**config.mk**
```make
export PLATFORM = sky130hd
export DESIGN_NAME = stage3_hazard_ctrl_flat
export DESIGN_NICKNAME = d
export VERILOG_FILES = /design/src/rtl/stage3_hazard_ctrl_if.sv /design/src/rtl/stage3_hazard_ctrl.sv /design/src/flat_wrapper.sv
export SDC_FILE = /design/constraint.sdc
export NUM_CORES = 1
export LEC_CHECK = 0
export CAP_MARGIN = 40
export CORE_MARGIN = 10
export CORE_UTILIZATION = 39
export DETAILED_ROUTE_END_ITERATION = 10
export GPL_TIMING_DRIVEN = 0
export PLACE_DENSITY = 0.77
export SLEW_MARGIN = 10
export SYNTH_ARGS = -nofsm -noshare
export SYNTH_HDL_FRONTEND = slang
export SYNTH_SLANG_ARGS = --single-unit
```
**constraint.sdc**
```tcl
create_clock -name CLK -period 2.7 [get_ports CLK]
set_input_delay 0.405 -clock CLK [delete_from_list [all_inputs] [get_ports CLK]]
set_output_delay 0.405 -clock CLK [all_outputs]
set_load 0.05 [all_outputs]
```
**src/rtl/stage3_hazard_ctrl_if.sv**
```systemverilog
// Hazard-control bundle between the pipeline stages and stage3_hazard_ctrl.
// slave: the hazard controller (status in, controls out); master: the pipeline side.
interface stage3_hazard_ctrl_if;
    logic [4:0]  rs1_e;
    logic [4:0]  rs2_e;
    logic [4:0]  rd_m;
    logic        reg_write;
    logic        dren;
    logic        dwen;
    logic        csr_read;
    logic        valid_e;
    logic        valid_m;
    logic        i_mem_busy;
    logic        d_mem_busy;
    logic        ex_busy;
    logic        fence_stall;
    logic        mispredict;
    logic        mret;
    logic        sret;
    logic        ifence;
    logic        sfence;
    logic        wfi;
    logic        halt;
    logic        exc_m;
    logic        intr_pending;
    logic [31:0] trap_target;

    logic        pc_en;
    logic        npc_sel;
    logic        if_ex_flush;
    logic        ex_mem_flush;
    logic        if_ex_stall;
    logic        ex_mem_stall;
    logic        iren;
    logic        suppress_iren;
    logic        suppress_data;
    logic        rollback;
    logic        mem_use_stall;
    logic        insert_priv_pc;
    logic [31:0] priv_pc;
    logic        trap_commit;
    logic        in_wfi;

    modport slave (
        input  rs1_e, rs2_e, rd_m, reg_write, dren, dwen, csr_read,
        input  valid_e, valid_m, i_mem_busy, d_mem_busy, ex_busy,
        input  fence_stall, mispredict, mret, sret, ifence, sfence,
        input  wfi, halt, exc_m, intr_pending, trap_target,
        output pc_en, npc_sel, if_ex_flush, ex_mem_flush,
        output if_ex_stall, ex_mem_stall, iren, suppress_iren,
        output suppress_data, rollback, mem_use_stall,
        output insert_priv_pc, priv_pc, trap_commit, in_wfi
    );

    modport master (
        output rs1_e, rs2_e, rd_m, reg_write, dren, dwen, csr_read,
        output valid_e, valid_m, i_mem_busy, d_mem_busy, ex_busy,
        output fence_stall, mispredict, mret, sret, ifence, sfence,
        output wfi, halt, exc_m, intr_pending, trap_target,
        input  pc_en, npc_sel, if_ex_flush, ex_mem_flush,
        input  if_ex_stall, ex_mem_stall, iren, suppress_iren,
        input  suppress_data, rollback, mem_use_stall,
        input  insert_priv_pc, priv_pc, trap_commit, in_wfi
    );
endinterface

```
**src/rtl/stage3_hazard_ctrl.sv**
```systemverilog
// Hazard control for the 3-stage pipeline: stalls, flushes, trap/WFI/halt/rollback FSM.
// Ports: CLK, nRST (async active-low), hz (stage3_hazard_ctrl_if.slave).
module stage3_hazard_ctrl #(
    parameter bit WFI_EN      = 1'b1,
    parameter bit ROLLBACK_EN = 1'b1
) (
    input logic                 CLK,
    input logic                 nRST,
    stage3_hazard_ctrl_if.slave hz
);
    typedef enum logic [2:0] {
        S_RUN, S_DRAIN, S_TRAP, S_WFI, S_HALTED
    } state_t;

    state_t      r_state, w_state_n;
    logic [31:0] r_priv_pc, w_priv_pc_n;
    logic        r_rb_pend, w_rb_pend_n;

    logic w_mem_busy, w_ems, w_ies, w_mus;
    logic w_trap_req, w_rb_req, w_halt_r, w_wfi_r, w_mp_r, w_rb_fire;

    always_comb begin
        w_mem_busy = hz.d_mem_busy & (hz.dren | hz.dwen);
        w_mus      = hz.valid_e & hz.valid_m & hz.dren & hz.d_mem_busy
                   & (hz.rd_m != 5'd0)
                   & ((hz.rd_m == hz.rs1_e) | (hz.rd_m == hz.rs2_e));
        w_ems      = w_mem_busy | hz.fence_stall;
        w_ies      = w_ems | hz.ex_busy | w_mus | hz.i_mem_busy;
        w_trap_req = hz.valid_m
                   & (hz.exc_m | hz.intr_pending | hz.mret | hz.sret);
        w_rb_req   = ROLLBACK_EN & hz.valid_m
                   & (hz.ifence | hz.sfence | hz.csr_read);
        w_halt_r   = hz.halt & hz.valid_m;
        w_wfi_r    = WFI_EN & hz.wfi & hz.valid_m & ~hz.intr_pending;
        w_mp_r     = hz.mispredict & hz.valid_m;
        // A pending refetch yields to halt and to any trap request.
        w_rb_fire  = r_rb_pend & ~hz.i_mem_busy & ~w_halt_r & ~w_trap_req;
    end

    always_comb begin
        w_state_n          = r_state;
        w_priv_pc_n        = r_priv_pc;
        w_rb_pend_n        = r_rb_pend;
        hz.pc_en           = 1'b0;
        hz.npc_sel         = 1'b0;
        hz.if_ex_flush     = 1'b0;
        hz.ex_mem_flush    = 1'b0;
        hz.if_ex_stall     = 1'b0;
        hz.ex_mem_stall    = 1'b0;
        hz.iren            = 1'b1;
        hz.suppress_iren   = 1'b0;
        hz.rollback        = 1'b0;
        hz.insert_priv_pc  = 1'b0;
        hz.trap_commit     = 1'b0;
        hz.in_wfi          = 1'b0;
        hz.suppress_data   = hz.valid_m & hz.exc_m;
        hz.mem_use_stall   = w_mus;
        hz.priv_pc         = r_priv_pc;

        unique case (r_state)
            S_RUN: begin
                hz.if_ex_stall  = w_ies;
                hz.ex_mem_stall = w_ems;
                hz.pc_en        = ~w_ies;
                if (w_rb_fire) begin
                    hz.rollback    = 1'b1;
                    hz.if_ex_flush = 1'b1;
                    hz.pc_en       = 1'b1;
                    w_rb_pend_n    = 1'b0;
                end
                if (w_halt_r) begin
                    w_state_n = S_HALTED;
                end else if (w_trap_req) begin
                    // Trap waits while mem holds the stage stalled.
                    if (!w_mem_busy) begin
                        w_priv_pc_n = hz.trap_target;
                        w_state_n   = hz.i_mem_busy ? S_DRAIN : S_TRAP;
                    end
                end else if (w_wfi_r) begin
                    w_state_n = S_WFI;
                end else if (w_rb_req) begin
                    w_rb_pend_n = 1'b1;
                end else if (w_mp_r && !w_mem_busy) begin
                    hz.npc_sel      = 1'b1;
                    hz.if_ex_flush  = 1'b1;
                    hz.ex_mem_flush = 1'b1;
                    hz.pc_en        = ~hz.i_mem_busy;
                end
                // Flush wins over stall on the same register.
                if (hz.if_ex_flush)  hz.if_ex_stall  = 1'b0;
                if (hz.ex_mem_flush) hz.ex_mem_stall = 1'b0;
            end
            S_DRAIN: begin
                hz.suppress_iren = 1'b1;
                hz.iren          = 1'b0;
                hz.if_ex_stall   = 1'b1;
                hz.ex_mem_stall  = 1'b1;
                if (!hz.i_mem_busy) w_state_n = S_TRAP;
            end
            S_TRAP: begin
                hz.insert_priv_pc = 1'b1;
                hz.pc_en          = 1'b1;
                hz.if_ex_flush    = 1'b1;
                hz.ex_mem_flush   = 1'b1;
                hz.trap_commit    = 1'b1;
                w_rb_pend_n       = 1'b0;
                w_state_n         = S_RUN;
            end
            S_WFI: begin
                hz.in_wfi       = 1'b1;
                hz.iren         = 1'b0;
                hz.if_ex_stall  = 1'b1;
                hz.ex_mem_stall = 1'b1;
                // Fetch is idle while sleeping, so no drain is needed.
                if (hz.intr_pending) begin
                    w_priv_pc_n = hz.trap_target;
                    w_state_n   = S_TRAP;
                end
            end
            S_HALTED: begin
                hz.iren         = 1'b0;
                hz.if_ex_stall  = 1'b1;
                hz.ex_mem_stall = 1'b1;
            end
            default: w_state_n = S_RUN;
        endcase

        if (!nRST) begin
            hz.pc_en           = 1'b1;
            hz.npc_sel         = 1'b0;
            hz.if_ex_flush     = 1'b0;
            hz.ex_mem_flush    = 1'b0;
            hz.if_ex_stall     = 1'b0;
            hz.ex_mem_stall    = 1'b0;
            hz.iren            = 1'b1;
            hz.suppress_iren   = 1'b0;
            hz.suppress_data   = 1'b0;
            hz.rollback        = 1'b0;
            hz.mem_use_stall   = 1'b0;
            hz.insert_priv_pc  = 1'b0;
            hz.trap_commit     = 1'b0;
            hz.in_wfi          = 1'b0;
            hz.priv_pc         = 32'd0;
        end
    end

    always_ff @(posedge CLK or negedge nRST) begin
        if (!nRST) begin
            r_state   <= S_RUN;
            r_priv_pc <= 32'd0;
            r_rb_pend <= 1'b0;
        end else begin
            r_state   <= w_state_n;
            r_priv_pc <= w_priv_pc_n;
            r_rb_pend <= w_rb_pend_n;
        end
    end
endmodule

```
**src/flat_wrapper.sv**
```systemverilog
// flat-port wrapper written by rule: the top's interface ports become plain ports
module stage3_hazard_ctrl_flat 
#(
    parameter bit WFI_EN      = 1'b1,
    parameter bit ROLLBACK_EN = 1'b1
)
  (CLK, nRST, hz_rs1_e, hz_rs2_e, hz_rd_m, hz_reg_write, hz_dren, hz_dwen, hz_csr_read, hz_valid_e, hz_valid_m, hz_i_mem_busy, hz_d_mem_busy, hz_ex_busy, hz_fence_stall, hz_mispredict, hz_mret, hz_sret, hz_ifence, hz_sfence, hz_wfi, hz_halt, hz_exc_m, hz_intr_pending, hz_trap_target, hz_pc_en, hz_npc_sel, hz_if_ex_flush, hz_ex_mem_flush, hz_if_ex_stall, hz_ex_mem_stall, hz_iren, hz_suppress_iren, hz_suppress_data, hz_rollback, hz_mem_use_stall, hz_insert_priv_pc, hz_priv_pc, hz_trap_commit, hz_in_wfi);
  stage3_hazard_ctrl_if hz_i ();
  input logic CLK;
  input logic nRST;
  input wire logic [$bits(hz_i.rs1_e)-1:0] hz_rs1_e;
  input wire logic [$bits(hz_i.rs2_e)-1:0] hz_rs2_e;
  input wire logic [$bits(hz_i.rd_m)-1:0] hz_rd_m;
  input wire logic [$bits(hz_i.reg_write)-1:0] hz_reg_write;
  input wire logic [$bits(hz_i.dren)-1:0] hz_dren;
  input wire logic [$bits(hz_i.dwen)-1:0] hz_dwen;
  input wire logic [$bits(hz_i.csr_read)-1:0] hz_csr_read;
  input wire logic [$bits(hz_i.valid_e)-1:0] hz_valid_e;
  input wire logic [$bits(hz_i.valid_m)-1:0] hz_valid_m;
  input wire logic [$bits(hz_i.i_mem_busy)-1:0] hz_i_mem_busy;
  input wire logic [$bits(hz_i.d_mem_busy)-1:0] hz_d_mem_busy;
  input wire logic [$bits(hz_i.ex_busy)-1:0] hz_ex_busy;
  input wire logic [$bits(hz_i.fence_stall)-1:0] hz_fence_stall;
  input wire logic [$bits(hz_i.mispredict)-1:0] hz_mispredict;
  input wire logic [$bits(hz_i.mret)-1:0] hz_mret;
  input wire logic [$bits(hz_i.sret)-1:0] hz_sret;
  input wire logic [$bits(hz_i.ifence)-1:0] hz_ifence;
  input wire logic [$bits(hz_i.sfence)-1:0] hz_sfence;
  input wire logic [$bits(hz_i.wfi)-1:0] hz_wfi;
  input wire logic [$bits(hz_i.halt)-1:0] hz_halt;
  input wire logic [$bits(hz_i.exc_m)-1:0] hz_exc_m;
  input wire logic [$bits(hz_i.intr_pending)-1:0] hz_intr_pending;
  input wire logic [$bits(hz_i.trap_target)-1:0] hz_trap_target;
  output wire logic [$bits(hz_i.pc_en)-1:0] hz_pc_en;
  output wire logic [$bits(hz_i.npc_sel)-1:0] hz_npc_sel;
  output wire logic [$bits(hz_i.if_ex_flush)-1:0] hz_if_ex_flush;
  output wire logic [$bits(hz_i.ex_mem_flush)-1:0] hz_ex_mem_flush;
  output wire logic [$bits(hz_i.if_ex_stall)-1:0] hz_if_ex_stall;
  output wire logic [$bits(hz_i.ex_mem_stall)-1:0] hz_ex_mem_stall;
  output wire logic [$bits(hz_i.iren)-1:0] hz_iren;
  output wire logic [$bits(hz_i.suppress_iren)-1:0] hz_suppress_iren;
  output wire logic [$bits(hz_i.suppress_data)-1:0] hz_suppress_data;
  output wire logic [$bits(hz_i.rollback)-1:0] hz_rollback;
  output wire logic [$bits(hz_i.mem_use_stall)-1:0] hz_mem_use_stall;
  output wire logic [$bits(hz_i.insert_priv_pc)-1:0] hz_insert_priv_pc;
  output wire logic [$bits(hz_i.priv_pc)-1:0] hz_priv_pc;
  output wire logic [$bits(hz_i.trap_commit)-1:0] hz_trap_commit;
  output wire logic [$bits(hz_i.in_wfi)-1:0] hz_in_wfi;
  assign hz_i.rs1_e = hz_rs1_e;
  assign hz_i.rs2_e = hz_rs2_e;
  assign hz_i.rd_m = hz_rd_m;
  assign hz_i.reg_write = hz_reg_write;
  assign hz_i.dren = hz_dren;
  assign hz_i.dwen = hz_dwen;
  assign hz_i.csr_read = hz_csr_read;
  assign hz_i.valid_e = hz_valid_e;
  assign hz_i.valid_m = hz_valid_m;
  assign hz_i.i_mem_busy = hz_i_mem_busy;
  assign hz_i.d_mem_busy = hz_d_mem_busy;
  assign hz_i.ex_busy = hz_ex_busy;
  assign hz_i.fence_stall = hz_fence_stall;
  assign hz_i.mispredict = hz_mispredict;
  assign hz_i.mret = hz_mret;
  assign hz_i.sret = hz_sret;
  assign hz_i.ifence = hz_ifence;
  assign hz_i.sfence = hz_sfence;
  assign hz_i.wfi = hz_wfi;
  assign hz_i.halt = hz_halt;
  assign hz_i.exc_m = hz_exc_m;
  assign hz_i.intr_pending = hz_intr_pending;
  assign hz_i.trap_target = hz_trap_target;
  assign hz_pc_en = hz_i.pc_en;
  assign hz_npc_sel = hz_i.npc_sel;
  assign hz_if_ex_flush = hz_i.if_ex_flush;
  assign hz_ex_mem_flush = hz_i.ex_mem_flush;
  assign hz_if_ex_stall = hz_i.if_ex_stall;
  assign hz_ex_mem_stall = hz_i.ex_mem_stall;
  assign hz_iren = hz_i.iren;
  assign hz_suppress_iren = hz_i.suppress_iren;
  assign hz_suppress_data = hz_i.suppress_data;
  assign hz_rollback = hz_i.rollback;
  assign hz_mem_use_stall = hz_i.mem_use_stall;
  assign hz_insert_priv_pc = hz_i.insert_priv_pc;
  assign hz_priv_pc = hz_i.priv_pc;
  assign hz_trap_commit = hz_i.trap_commit;
  assign hz_in_wfi = hz_i.in_wfi;
  stage3_hazard_ctrl #(.WFI_EN(WFI_EN), .ROLLBACK_EN(ROLLBACK_EN)) u_core (.CLK(CLK), .nRST(nRST), .hz(hz_i));
endmodule
```
==> metrics.cfg <==
[job]
max-cap-violations = 0

[final_layout]
final_util_pct = 66.3
final_common_cell = clkdlybuf4s50_1
mostFrequentLayoutCells = clkdlybuf4s50_1, dfrtp_1, and2_1
nets = 378
area_delta_synth_final_pct = 61.2
diodes = 0
drive_above_1_share_pct = 22.2
fin_cells = 381
design_area_mm2 = 0.00345

[logic_synthesis]
synth_xor_area_share_pct = 4.09
synth_edf_count = 0
ys_seq_area_share_pct = 42.1
synthMuxAreaShare_pct = 23.5
syn_nets = 258
ys.warnings.count = 0
syn_area_mm2 = 0.00214
synth-seq-cells = 36
postSynthCellCount = 190
async_reset_ff_share_pct = 100
synth-adder-area-share_pct = 0
synthSimpleGateAreaFrac_pct = 19.8
synth_compound_area_share_pct = 6.73
synth_cell_types = 37
ys.flop_type = dfrtp_1
synth_top_family_by_area = multiplexers
synth_area_per_cell_um2 = 11.3

[min_path]
hold_class = input port to asynchronous set/reset pin

[sta]
slew_headroom_pct = 63.6
worstMarginPinSlew_ns = 0.546
worst_slack_ns = 0.132
timing.fmax_mhz = 389
skew_ns = 0.00392
hold_violations = 0
whs_ns = 0.0378
setup_tns_ns = 0
fin_crit_sh_pct = 95.1
setup_violations = 0
period_minus_slack_ns = 2.57
slew_viol_final = 0

[clocking]
cts-buffers-inserted = 5
clock-sinks = 36
htreeDepth = 2
worstSkewPairLatency_ns = 0.29
clockBufferDepth = 2
cts_tree = built
cts_root_buf = clkbuf_8
clk_pin_slew_ns = 0.08

[global_route]
grtUsageMet1_pct = 17.4
grtUsageMet2_pct = 24.2
globalRoute.totalOverflow = 0
top_usage_layer = met2
antenna_found_initial = 0
grt_max_degree = 25
grt_pass1_wl_mm = 10.7
grt_pass1_vias = 2023
track_usage_pct = 15.0
met3_usage_pct = 6.79

[floorplanning]
pin_count = 114
row_count = 26
die-area_mm2 = 0.00885
fp.dieW_um = 94.1
coreArea_mm2 = 0.00520
initial_core_util_pct = 41.1
die_y_um = 94.1

[place]
place_area_mm2 = 0.00337
dp.cells = 372
gp_congestion = 0.741
io_buffers = 111
post-dp-hpwl_mm = 5.33
place_ws_ns = -0.999

[power]
cellLeakagePower_nw = 1.62
power_frac_seq_pct = 28.3
p_sw_share_pct = 42.5
peakVddDrop_uv = 441
intPower_mw = 1.96
p_sw_mw = 1.45
p_comb_share_pct = 57.6
design_power_total_mw = 3.41
powerDensity_mw_per_mm2 = 989
p_clk_share_pct = 14.2

[worst_setup_path]
crit_family = buffers and inverters
worstSetupEndpointType = primary output
cp_max_fo = 24
worstPathArrival_ns = 2.16
worstPathCellList = buf_2 > buf_16 > inv_1 > or3_1 > nor2_1 > dlygate4sd2_1
cp.required_ns = 2.30
worst-path-buf-inv = 4
critPathLaunchType = input port
slowest_stage = dlygate4sd2_1
slowest_delay_ns = 0.55
critPathKind = input port to primary output

[detailed_routing]
wire_per_inst_um = 17.4
vias = 1856
wl_mm = 6.61
ant_nets = 0
drcViolationCount = 0
first_pass_iters = 4
drt_iter0_markers = 52
drt-vias-per-instance = 4.87

[status]
status = finished, final reports clean

[Yosys cell counts, types with 2 or more instances]
library cell	instances	area (µm²)
a21oi_1	5	25.0
and3_1	2	12.5
nor2_1	10	37.5
nand3_1	4	20.0
nand2_1	8	30.0
inv_1	4	15.0
xor2_1	5	43.8
buf_6	3	33.8
mux2_4	30	450
xnor2_1	5	43.8
nor3_1	3	15.0
o21ai_0	8	40.0
buf_2	2	10.0
and2_1	34	213
dfrtp_1	36	901
mux2_2	2	22.5
clkbuf_1	4	15.0
mux2i_1	3	30.0
or4_1	2	15.0
nor4_1	3	18.8
[cell type report]
type | count | area, µm²
fill | 418 | 1760
multi-input combinational | 140 | 1180
timing repair buffer | 114 | 1090
sequential | 36 | 901
tap | 70 | 87.6
clock buffer | 5 | 68.8
buffer | 9 | 62.6
clock inverter | 3 | 42.5
inverter | 4 | 15.0
[logic make-up (layout without fill, tap and decap cells)]
logic type / count (synthesis) / after routing
AOI/OAI and AO/OA: 21 / 21
and+or+nand+nor: 74 / 74
xor gates and xnor gates: 10 / 10
DFF: 36 / 36
muxes: 35 / 35
buffers and inverters: 14 / 135
[sequential cells by signal, indices dropped and copies added, names as in the netlist]
signal and flops:
u_core.r_state 3, u_core.r_rb_pend 1, u_core.r_priv_pc 32
[worst paths after layout]
kind	start	endpoint	slack (ns)	cells after the start
worst min-delay path	nRST	u_core.r_priv_pc[6]	0.04	1
worst min register to register	u_core.r_priv_pc[29]	u_core.r_priv_pc[29]	0.50	1
max in group asynchronous	nRST	u_core.r_priv_pc[25]	2.21	2
worst max register to register	u_core.r_state[1]	u_core.r_priv_pc[21]	0.58	6
worst max-delay path	nRST	hz_insert_priv_pc	0.13	6
min in group CLK	hz_intr_pending	u_core.r_state[0]	0.47	4
[per-layer routing]
metal,vias to the layer above,wire length (µm)
met5,-,0
met4,0,101
met3,8,613
met2,82,3080
met1,866,2820
li1,900,-
[repair_timing]
| action | in CTS | in global routing |
|---|---|---|
| hold buffers | 0 | 0 |
| buffers inserted | 1 | 1 |
| resized for setup | 65 | 16 |
| setup endpoints to repair | 30 | 26 |
| pin swaps | 4 | 2 |
[power by group through the flow]
stage / Clock, mW / Sequential [mW] / Combinational [mW]
2_1_floorplan: 0 / 0.918 / 1.46
3_3_place_gp: 0 / 0.945 / 2.02
3_5_place_dp: 0 / 0.973 / 2.04
4_1_cts: 0.489 / 0.961 / 1.99
5_1_grt: 0.518 / 1.00 / 2.08
6_report: 0.483 / 0.965 / 1.96
Note: power is estimated with default switching activity, not from simulation.
